[config.mk]
export PLATFORM = sky130hd
export DESIGN_NAME = imem_loader
export DESIGN_NICKNAME = d
export VERILOG_FILES = /design/src/rtl/imem_loader_pkg.sv /design/src/rtl/imem_loader_byte_packer.sv /design/src/rtl/imem_loader.sv
export SDC_FILE = /design/constraint.sdc
export NUM_CORES = 1
export LEC_CHECK = 0
export BUFFER_PORTS_ARGS = -buffer_cell sky130_fd_sc_hd__clkbuf_2
export CAP_MARGIN = 5
export CORE_MARGIN = 1.5
export CORE_UTILIZATION = 50
export CTS_CLUSTER_SIZE = 20
export DETAILED_ROUTE_END_ITERATION = 8
export GPL_TIMING_DRIVEN = 1
export PLACE_DENSITY = 0.83
export SLEW_MARGIN = 5
export SYNTH_ARGS = -nofsm -noshare
export SYNTH_HDL_FRONTEND = slang
export SYNTH_SLANG_ARGS = --single-unit
[constraint.sdc]
create_clock -name clk -period 2.25 [get_ports clk]
set_clock_uncertainty 0.05 [all_clocks]
set_input_delay 0.45 -clock clk [delete_from_list [all_inputs] [get_ports clk]]
set_output_delay 0.45 -clock clk [all_outputs]
set_load 0.05 [all_outputs]
[src/rtl/imem_loader_pkg.sv]
// Shared types for the instruction-memory boot loader: FSM states, default
// address width, word geometry and the frame length type.
package imem_loader_pkg;

  localparam int DEF_ADDR_W = 10;
  localparam int WORD_W     = 32;

  typedef logic [15:0] len_t;

  typedef enum logic [2:0] {
    IDLE,
    LEN_HI,
    LEN_LO,
    DATA,
    CSUM,
    DONE,
    ERR
  } state_t;

endpackage

[src/rtl/imem_loader_byte_packer.sv]
// Packs a byte stream into big-endian 32-bit words; word/word_valid are
// presented combinationally on the cycle the 4th byte is accepted.
module byte_packer
  import imem_loader_pkg::*;
(
  input  logic              clk,
  input  logic              rst,
  input  logic              clr,
  input  logic              en,
  input  logic [7:0]        byte_data,
  output logic [WORD_W-1:0] word,
  output logic              word_valid
);

  logic [WORD_W-9:0] shift_p0;
  logic [1:0]        idx;

  always_ff @(posedge clk) begin
    if (rst || clr) idx <= '0;
    else if (en)    idx <= idx + 2'd1;
  end

  // Only the three most recent bytes are held; the 4th arrives on the bus.
  always_ff @(posedge clk) begin
    if (en) shift_p0 <= {shift_p0[WORD_W-17:0], byte_data};
  end

  assign word       = {shift_p0, byte_data};
  assign word_valid = en && (idx == 2'd3);

endmodule

[src/rtl/imem_loader.sv]
// Length-prefixed byte-stream boot loader that fills instruction memory and
// holds the core in reset until a complete image is written.
// Optional trailing checksum byte: define IMEM_LOADER_CHECKSUM_EN.
module imem_loader
  import imem_loader_pkg::*;
#(
  parameter int ADDR_W = DEF_ADDR_W,
  parameter int DEPTH  = 1 << ADDR_W
) (
  input  logic              clk,
  input  logic              rst,
  input  logic              load_start,
  input  logic              byte_valid,
  input  logic [7:0]        byte_data,
  output logic              byte_ready,
  output logic              imem_we,
  output logic [ADDR_W-1:0] imem_addr,
  output logic [WORD_W-1:0] imem_wdata,
  output logic              cpu_rst,
  output logic              done,
  output logic              error
);

  state_t            state, state_n;
  len_t              n_reg;
  len_t              len_w;
  logic              accept;
  logic              start;
  logic              last_word;
  logic [WORD_W-1:0] word;
  logic              word_valid;

`ifdef IMEM_LOADER_CHECKSUM_EN
  localparam state_t END_ST = CSUM;
  logic [7:0] csum;
`else
  localparam state_t END_ST = DONE;
`endif

  assign accept    = byte_valid && byte_ready;
  assign start     = load_start && (state == IDLE || state == DONE || state == ERR);
  assign len_w     = {n_reg[15:8], byte_data};
  // The address only advances between words, so it equals the index of the word in flight.
  assign last_word = (len_t'(imem_addr) == n_reg - 16'd1);

  byte_packer u_packer (
    .clk        (clk),
    .rst        (rst),
    .clr        (start),
    .en         (accept && state == DATA),
    .byte_data  (byte_data),
    .word       (word),
    .word_valid (word_valid)
  );

  always_comb begin
    state_n = state;
    case (state)
      IDLE:   if (load_start) state_n = LEN_HI;
      LEN_HI: if (accept) state_n = LEN_LO;
      LEN_LO: begin
        if (accept) begin
          if ({16'd0, len_w} > 32'(DEPTH)) state_n = ERR;
          else if (len_w == 16'd0)         state_n = END_ST;
          else                             state_n = DATA;
        end
      end
      DATA:   if (word_valid && last_word) state_n = END_ST;
`ifdef IMEM_LOADER_CHECKSUM_EN
      CSUM:   if (accept) state_n = (csum + byte_data == 8'd0) ? DONE : ERR;
`endif
      DONE:   if (load_start) state_n = LEN_HI;
      ERR:    if (load_start) state_n = LEN_HI;
      default: state_n = IDLE;
    endcase
  end

  // Stage p0: control registers; status levels lag the state by one cycle.
  always_ff @(posedge clk) begin
    if (rst) begin
      state      <= IDLE;
      byte_ready <= 1'b0;
      done       <= 1'b0;
      error      <= 1'b0;
      cpu_rst    <= 1'b1;
      imem_we    <= 1'b0;
      imem_addr  <= '0;
      imem_wdata <= '0;
    end else begin
      state      <= state_n;
      byte_ready <= (state_n == LEN_HI) || (state_n == LEN_LO) ||
                    (state_n == DATA)   || (state_n == CSUM);
      done       <= (state == DONE) && (state_n == DONE);
      error      <= (state == ERR)  && (state_n == ERR);
      cpu_rst    <= !((state == DONE) && (state_n == DONE));
      imem_we    <= word_valid;
      if (word_valid) imem_wdata <= word;
      if (state == LEN_LO && state_n == DATA)  imem_addr <= '0;
      else if (imem_we && state == DATA)       imem_addr <= imem_addr + ADDR_W'(1);
    end
  end

  always_ff @(posedge clk) begin
    if (accept && state == LEN_HI) n_reg[15:8] <= byte_data;
    if (accept && state == LEN_LO) n_reg       <= len_w;
  end

`ifdef IMEM_LOADER_CHECKSUM_EN
  always_ff @(posedge clk) begin
    if (start)                         csum <= '0;
    else if (accept && state == DATA)  csum <= csum + byte_data;
  end
`endif

endmodule

Word-level counts from Yosys, hierarchy flattened:

Cells that the tools add are included.

* $add $sub $neg: 3
* magnitude comparators: 1
* equal/unequal tests: 13
* mux-type cells: 7
* bitwise gates (word level): 1
* reduce and logical (&&, ||, !) cells: 23

Operators with widths (count)
* 3-bit 2-to-1 mux: 6
* 10-bit by 16-bit == test with 1-bit output: 1
* 16-bit by 11-bit > comparator with 1-bit output, second input constant: 1
* 16-bit logical NOT: 1
* 16-bit by 1-bit subtractor with 16-bit output, second input constant: 1
* 3-bit == test, second input constant: 5
* 3-bit by 2-bit == test with 1-bit output, second input constant: 4
* 3-bit one-hot mux with 4 select lines: 1
* 1-bit logical AND: 11
* 10-bit by 1-bit adder with 10-bit output, second input constant: 1
* 3-bit by 1-bit == test with 1-bit output, second input constant: 2
* 1-bit logical OR: 6
* 3-bit logical NOT: 1
* 3-bit OR reduction: 1
* 2-bit by 1-bit adder with 2-bit output, second input constant: 1
* 2-bit == test, second input constant: 1
* 2-bit AND reduction: 1
* 2-bit OR reduction: 1
* 1-bit logical NOT: 1
* 1-bit inverter: 1

* flip-flop bits (word level): 92
* input bits: 12
* output and inout bits: 47
* word-level logic and storage cells: 60

Depth between registers and ports, before layout:

Gate-level depths: netlist of run 1.

* depth after elaboration: 10
* depth in mapped cells: 8
* mapped depth without buffers: 8

Cells and area by module:

From an unflattened synthesis of run 1, not the netlist that was laid out.

* cell total of the unflattened synthesis: 327
* area, all modules: 3783.6 sq um

By module, submodules not included
* imem_loader: times used 1, cells each 287, area an instance 2904.0 sq um, sequential area each 1481.4 sq um
* byte_packer: times used 1, cells each 40, area an instance 879.6 sq um, sequential area each 760.7 sq um

Worst setup path after synthesis of run 1:

OpenSTA, ideal clock, no wires.

* path kind: register -> register
* start point: register byte_ready
* end point: register cpu_rst
* setup time: 0.142 ns
* data arrival time: 2.436 ns
* required time: 2.058 ns
* slack: -0.378 ns
* cell stages (with the launch flop): 5
* buffers on the path: 0
* period minus slack after synthesis: 2.628 ns
* cell sequence: dfxtp_1 -> nand2_1 -> nor3_1 -> a21oi_1 -> or4b_2

* word-level cells in the longest chain between the ends: 9
* elaborated cells between the ends (all ways): 11
* classes of those cells: eq/ne (1); mux (4); reduce/logical (6)

RTL lines
* start: declaration: line imem_loader.sv:15 `output logic byte_ready,`
* start signal: assignment: line imem_loader.sv:91 `byte_ready <= (state_n == LEN_HI) || (state_n == LEN_LO) ||`
* 1-bit logical AND (*): line imem_loader.sv:40 `assign accept = byte_valid && byte_ready;`
* 1-bit logical AND: line imem_loader.sv:50 `.en (accept && state == DATA),`
* 1-bit logical AND: line imem_loader_byte_packer.sv:29 `assign word_valid = en && (idx == 2'd3);`
* 1-bit logical AND: line imem_loader.sv:68 `DATA: if (word_valid && last_word) state_n = END_ST;`
* 3-bit 2-to-1 mux: line imem_loader.sv:68
* 3-bit one-hot mux with 4 select lines (*): line imem_loader.sv:58 `case (state)`
* 3-bit == test (*): line imem_loader.sv:95 `cpu_rst <= !((state == DONE) && (state_n == DONE));`
* 1-bit logical AND (*): line imem_loader.sv:95
* 1-bit logical NOT (*): line imem_loader.sv:95
* end signal: assignment: line imem_loader.sv:95
* end: declaration: line imem_loader.sv:19 `output logic cpu_rst,`

Every way passes the cells marked *; elsewhere a longest branch is shown, timed or not.
A chain may end at the register's enable or synchronous reset.

Worst setup path after layout of run 1:

* start point: register n_reg[0]
* end point: register byte_ready

* word-level cells in the longest chain between the ends: 9
* elaborated cells between the ends (all ways): 12
* classes of those cells: add/sub (1); eq/ne (5); mux (2); reduce/logical (4)

RTL lines
* start: declaration: line imem_loader.sv:25 `len_t n_reg;`
* start signal: assignment: line imem_loader.sv:105 `if (accept && state == LEN_LO) n_reg <= len_w;`
* 16-bit by 1-bit subtractor with 16-bit output (*): line imem_loader.sv:44 `assign last_word = (len_t'(imem_addr) == n_reg - 16'd1);`
* 10-bit by 16-bit == test with 1-bit output (*): line imem_loader.sv:44
* 1-bit logical AND (*): line imem_loader.sv:68
* 3-bit 2-to-1 mux (*): line imem_loader.sv:68
* 3-bit one-hot mux with 4 select lines (*): line imem_loader.sv:58
* 3-bit by 1-bit == test with 1-bit output / 3-bit by 2-bit == test with 1-bit output (equally long branches): line imem_loader.sv:91
* 1-bit logical OR (2 in series): line imem_loader.sv:91
* 1-bit logical OR (*): line imem_loader.sv:92 `(state_n == DATA) || (state_n == CSUM);`

Marked as above.

==> summary.md, run 1 <==
| Metric | Value |
|---|---|
| Status | `finished with violations` |
| Failing checks | `setup timing` |
| Min-Delay Startpoint | `byte_data[7]` |
| Hold Crit Endpoint | `n_reg[15]$_DFFE_PP_` |
| Post-layout util | `64.1%` |
| Overflow after GRT | `0` |
| Nets | `approximately 470` |
| R2R Setup Slk | `-160 ps` |
| Syn Inst Count | `358` |
| Crit Path Category | `reg -> reg` |
| Crit start category | `register` |
| GR Layer Usage met1 | `27.6%` |
| Worst setup margin | `-157 ps` |
| Number of global-route vias before repair | `around 2600` |
| Rows | `31` |
| Drt total wl | `8.06 mm` |
| N_diodes | `0` |
| Synthesized area | `0.00372 sq mm` |
| Power density over the cells | `635 mW/mm^2` |
| Core area | `0.00721 sq mm` |
| Max H-tree Level | `3` |
| Starting Density | `51.6%` |
| Final Hold Vio Count | `0` |
| Met2 usage | `32.9%` |
| RSZ-0062 raised after global routing | `true` |
| FMAX | `415 MHz` |
| Height of the die | `89.3 um` |
| Async set-reset flop share out of synthesis | `0%` |
| Reg2reg path depth | `6` |
| Dpl hpwl | `5.71 mm` |
| Synth top area cells | `edfxtp_1 32%, dfxtp_1 28%, nand2_1 7.6%` |
| Compound-Gate Fraction of Synth Area | `slightly below 9%` |
| Via/cell ratio | `about 5.3` |
| Final setup viols | `3` |
| Hold path depth | `1` |
| DRC | `0` |
| Distinct cells, synth | `45` |
| Yosys reg bits | `92` |
| Max FFs per register | `32` |
| Global-route wire length before repair | `12.5 mm` |
| Maximum capacitance violations | `0` |
| Adder-Cell Fraction of Synth Area | `under 10%` |
| Min-Delay Path Class | `in -> reg` |
| Initial antenna violation count | `0` |
| Yosys synthesis warning count | `0` |
| Critical path endpoint category | `register` |
| Total Negative Setup Slacks | `-291 ps` |
| GRT Max-Usage Layer | `met2` |
| Top Ports | `~60` |
| Gp weighted congestion | `0.864` |
| Met3 Use GR | `about 4.7%` |
| XOR/XNOR Fraction of Synth Area | `4.47%` |
| CTS tree | `yes` |
| Minimum clock period | `2410 ps` |
| Wire length per cell | `14.5 um` |
| Critical Path AT | `approximately 2600 ps` |
| Fraction of layout cells with a size suffix above 1 | `28.3%` |
| Final Max Tran Viols | `0` |
| Die width | `between 80 and 90 um` |
| Fillcell total | `577` |
| Final Power | `between 0.002 and 0.003 W` |
| Slew @ Worst Pin | `558 ps` |
| FF/Latch Area | `0.00224 sq mm` |
| Mux cell area share after synthesis | `1.65%` |
| Design Area, Final | `0.00462 sq mm` |
| Area growth, synth to finish | `24.2%` |
| PortBufs | `58` |
| Most used flip-flop cell after synthesis | `dfxtp_1` |
| Post-cts hold buffer count | `0` |
| CTS max path bufs | `2` |
| Number of synthesized flops with an enable pin | `40` |
| Largest family of logic cells by synthesized area | `simple AND/OR/NAND/NOR gates` |
| Critical path peak fanout | `3` |
| Register area share after synthesis | `60.3%` |
| Reg clk slew, reported paths | `around 90 ps` |
| Final ANT Viol Nets | `0` |
| Vias | `2949` |
| Placed Area | `0.00438 sq mm` |
| Clk sinks | `roughly 90` |
| Relative slew slack | `between 60% and 70%` |
| Clk root buf | `clkbuf_8` |
| Yosys top cell by area | `edfxtp_1` |
| RR Endpoint | `byte_ready$_SDFF_PP0_` |
| Syn_nets | `373` |
| Clock Latency Late Sink | `350 ps` |
| Area occupied by multi-input gates | `approximately 0.0015 sq mm` |
| Simple-Gate Fraction of Synth Area | `22.1%` |
| Top cells by count, synth | `75 x nand2_1, 52 x dfxtp_1, 40 x a21oi_1, 40 x edfxtp_1, 22 x nor2_1` |
| GRT Total Usage | `21.1%` |
| Maximum vdd ir drop | `about 0.38 mV` |
| Count leader, synth | `nand2_1` |
| Worst R2R Start | `n_reg[0]$_DFFE_PP_` |
| Total CTS buffers | `9` |
| Leakage | `1.75 nW` |
| Largest net degree at the start of global routing | `35` |
| Top cell type's share of synthesized area | `32.3%` |
| DRT iter0 DRCs | `between 150 and 200` |
| First-pass iteration count of the detailed router | `4` |
| Syn avg cell area | `10.4 sq um` |
| Total die area | `0.00797 sq mm` |
| Period utilization | `107%` |
| CP required | `about 2500 ps` |
-- kinds of logic (layout without fill, tap and decap cells) --
| kind of cell | Yosys count | after routing |
|---|---|---|
| buffers and inverters | 17 | 115 |
| adder cells (fa/ha/maj) | 3 | 3 |
| AO/OA/AOI/OAI | 59 | 59 |
| XOR/XNOR | 19 | 19 |
| flip-flops | 92 | 92 |
| AND/OR/NAND/NOR | 162 | 162 |
| multiplexers | 6 | 6 |
-- through the flow --
| stage | hold WS [ps] | worst slack (ps) | instances |
|---|---|---|---|
| final | 319 | -157 | 555 |
| after global routing | 328 | -259 | 555 |
| after CTS | 304 | -146 | 554 |
| after detailed placement | 388 | -165 | 535 |
| after global placement | 383 | -69.3 | 535 |
| after floorplan | 376 | -99.8 | 358 |
-- layout make-up --
cell class / instances / share of cell area, %
sequential: 92 / 48.5
multi-input combinational: 249 / 31.6
timing repair buffer: 97 / 12.9
clock buffer: 10 / 2.98
tap: 99 / 2.68
clock inverter: 6 / 1.16
inverter: 2 / 0.162
-- worst max-delay path by stage --
stage / startpoint / end / slack, ps / depth (start not counted)
final: n_reg[0]$_DFFE_PP_ / byte_ready$_SDFF_PP0_ / -160 / 6
after global routing: n_reg[0]$_DFFE_PP_ / byte_ready$_SDFF_PP0_ / -260 / 6
after CTS: n_reg[1]$_DFFE_PP_ / byte_ready$_SDFF_PP0_ / -150 / 8
after detailed placement: n_reg[0]$_DFFE_PP_ / byte_ready$_SDFF_PP0_ / -160 / 8
after global placement: n_reg[0]$_DFFE_PP_ / byte_ready$_SDFF_PP0_ / -70 / 6
after floorplan: byte_ready$_SDFF_PP0_ / cpu_rst$_SDFF_PP1_ / -100 / 4
-- what timing repair did --
item | 4_1_cts | 5_1_grt
setup endpoints to repair | 3 | 5
buffers inserted | 3 | 1
resized for setup | 2 | 5
pin swaps | 4 | 4
-- worst max-delay path: stages (launching register included) --
cell	delay, ps
edfxtp_1	430
or4_4	600
nor3b_2	210
a41oi_1	140
o21a_1	160
or4_4	520
and4b_1	200
-- power by group --
part	switching, W	internal, W
sequential	0.00000689	0.00174
combinational	0.0000813	0.0000568
clock	0.000597	0.000451
total	0.000685	0.00225
-- routing by layer --
layer	wire length [um]	up-vias
li1	-	1451
met1	3420	1384
met2	3950	101
met3	509	13
met4	178	0
met5	0	-
-- cells in the final DEF, fill, tap and decap left out, types with 3 or more instances in the layout --
master / instances
a31oi_1: 3
nand2b_1: 5
nor2_1: 21
nor4_1: 3
dfxtp_1: 52
xor2_1: 11
nor3_1: 9
a21oi_1: 38
nand4_1: 6
nand3_1: 3
nor2b_1: 8
edfxtp_1: 40
and3_1: 3
buf_4: 38
clkbuf_8: 10
o21ai_0: 6
clkbuf_2: 58
and2_1: 4
mux2i_1: 5
or3_1: 3
xnor2_1: 8
nand2_1: 75
Power figures use the tool's default switching activity.
==> inputs of run 2 (changes only) <==
==> constraint.sdc (replaced) <==
create_clock -name clk -period 2.09 [get_ports clk]
set_clock_uncertainty 0.05 [all_clocks]
set_input_delay 0.418 -clock clk [delete_from_list [all_inputs] [get_ports clk]]
set_output_delay 0.418 -clock clk [all_outputs]
set_load 0.05 [all_outputs]
==> summary.md, run 2 (synthesis gave the netlist of run 1 again) <==
| Metric | Value |
|---|---|
| Number of global-route vias before repair | `2804` |
| RR Endpoint | `byte_ready$_SDFF_PP0_` |
| CP required | `2300 ps` |
| Fillcell total | `535` |
| Final ANT Viol Nets | `0` |
| Leakage | `1.88 nW` |
| Power density over the cells | `674 mW/mm^2` |
| Core area | `about 0.0072 sq mm` |
| First-pass iteration count of the detailed router | `5` |
| Critical path peak fanout | `3` |
| Max FFs per register | `32` |
| Critical path endpoint category | `register` |
| DRT iter0 DRCs | `about 210` |
| Crit start category | `register` |
| RSZ-0062 raised after global routing | `true` |
| PortBufs | `a little under 60` |
| Initial antenna violation count | `0` |
| Design Area, Final | `about 0.005 sq mm` |
| Maximum capacitance violations | `0` |
| Fraction of layout cells with a size suffix above 1 | `34.6%` |
| Maximum vdd ir drop | `between 0.5 and 0.6 mV` |
| DRC | `0` |
| Crit Path Category | `reg -> reg` |
| Critical Path AT | `2690 ps` |
| Period utilization | `118%` |
| GRT Total Usage | `approximately 22%` |
| Worst setup margin | `-382 ps` |
| Height of the die | `89.3 um` |
| Global-route wire length before repair | `13.1 mm` |
| Nets | `481` |
| Final cell count without fillers | `570` |
| Min-Delay Startpoint | `byte_data[7]` |
| FF/Latch Area | `0.00224 sq mm` |
| Top Ports | `59` |
| Area growth, synth to finish | `32.6%` |
| Min-Delay Path Class | `in -> reg` |
| Gp weighted congestion | `0.882` |
| Reg2reg path depth | `7` |
| Total die area | `~0.008 sq mm` |
| Final setup viols | `14` |
| Clock Latency Late Sink | `between 300 and 400 ps` |
| Slew @ Worst Pin | `between 700 and 800 ps` |
| Overflow after GRT | `0` |
| Wire length per cell | `16.6 um` |
| CTS max path bufs | `2` |
| Slowest cell on crit path | `or4_4` |
| Leading cell type in the layout, fill and taps excluded | `nand2_1` |
| Die width | `slightly below 90 um` |
| Starting Density | `51.6%` |
| Dpl hpwl | `around 6 mm` |
| Largest net degree at the start of global routing | `35` |
| Max H-tree Level | `3` |
| Rows | `31` |
| Most frequent cells in the layout | `74 x nand2_1, 58 x clkbuf_2, 52 x dfxtp_1` |
| Via/cell ratio | `5.55` |
| Failing checks | `setup timing` |
| R2R Setup Slk | `-380 ps` |
| Final Max Tran Viols | `0` |
| CTS tree | `yes` |
| CP peak stage delay | `520 ps` |
| FMAX | `just over 400 MHz` |
| CP Cell Sequence | `buf_6 -> or4_4 -> nor4_4 -> mux2i_1 -> a31oi_1 -> or4_4 -> and4b_1` |
| DP Cell Count | `541` |
| Relative slew slack | `48.3%` |
| Vias | `about 3200` |
| Area occupied by multi-input gates | `0.00163 sq mm` |
| Placed Area | `0.00444 sq mm` |
| Reg clk slew, reported paths | `100 ps` |
| N_diodes | `0` |
| Clk sinks | `92` |
| Status | `finished with violations` |
| Minimum clock period | `2470 ps` |
| Most common cell on crit path | `or4_4` |
| Drt total wl | `9.45 mm` |
| Final Hold Vio Count | `0` |
| Hold path depth | `1` |
| Worst R2R Start | `n_reg[0]$_DFFE_PP_` |
| Clk root buf | `clkbuf_8` |
| Hold Crit Endpoint | `u_packer.shift_p0[7]$_DFFE_PP_` |
| Total CTS buffers | `9` |
==> run 2: cell types whose count changed in the layout (fill, tap and decap cells not counted), sizes merged <==
cell / before / now
a21o: 1 / 2
clkinv: 2 / 1
buf: 39 / 53
inv: 5 / 6
clkbuf: 68 / 67
bufinv: 0 / 1
==> run 2: worst max path at each step <==
stage | to | depth (start not counted) | slack, ps | startpoint
final | byte_ready$_SDFF_PP0_ | 7 | -380 | n_reg[0]$_DFFE_PP_
after global placement | byte_ready$_SDFF_PP0_ | 6 | -230 | n_reg[0]$_DFFE_PP_
after CTS | byte_ready$_SDFF_PP0_ | 6 | -300 | n_reg[1]$_DFFE_PP_
after global routing | byte_ready$_SDFF_PP0_ | 6 | -460 | n_reg[12]$_DFFE_PP_
after detailed placement | byte_ready$_SDFF_PP0_ | 6 | -350 | n_reg[0]$_DFFE_PP_
after floorplan | byte_ready$_SDFF_PP0_ | 6 | -220 | n_reg[2]$_DFFE_PP_
==> run 2: where the power goes <==
group          leakage, nW  internal [W]  switching [W]
combinational        0.995     0.0000615      0.0000989
clock                0.106      0.000584       0.000693
sequential           0.779       0.00188     0.00000878
total                 1.88       0.00252       0.000800
==> run 2: what timing repair did <==
item	4_1_cts	5_1_grt
gates resized for setup	10	29
cloned	0	1
hold endpoints to repair	0	0
setup endpoints to repair	14	11
pin swaps	8	21
hold buffers	0	0
setup buffers	7	6
==> run 2: per-layer routing <==
layer / routed length (um) / part of all wire, % / up-vias / global-route usage [%]
met3: 532 / 5.6 / 39 / 5.91
met1: 3860 / 41 / 1508 / 27.3
li1: - / - / 1476 / -
met4: 325 / 3.4 / 0 / 10.6
met5: 0 / 0 / - / 0
met2: 4730 / 50 / 138 / 36.4
==> run 2: critical path, delay by kind of cell (launching register included) <==
family | cells | cell delay [ps]
AND/OR/NAND/NOR | 4 | 1440
buffers and inverters | 1 | 140
multiplexers | 1 | 240
AO/OA/AOI/OAI | 1 | 90
flip-flops | 1 | 420
==> run 2: area by class of cell <==
class | instances | share of cell area [%]
sequential | 92 | 45.4
multi-input combinational | 250 | 33.1
timing repair buffer | 111 | 14.5
clock buffer | 9 | 2.51
tap | 99 | 2.51
clock inverter | 7 | 1.80
inverter | 2 | 0.152
==> run 2: stage by stage <==
step | setup WS [ps] | util [%] | total power, W | setup TNS [ps] | hold slack, ps
after CTS | -298 | 65.7 | 0.00332 | -713 | 279
after floorplan | -224 | - | 0.00200 | -802 | 376
after detailed placement | -353 | 61.5 | 0.00207 | -744 | 383
after global routing | -461 | 68.4 | 0.00342 | -2020 | 284
after global placement | -229 | 61.5 | 0.00207 | -424 | 384
final | -382 | 68.4 | 0.00332 | -1590 | 295
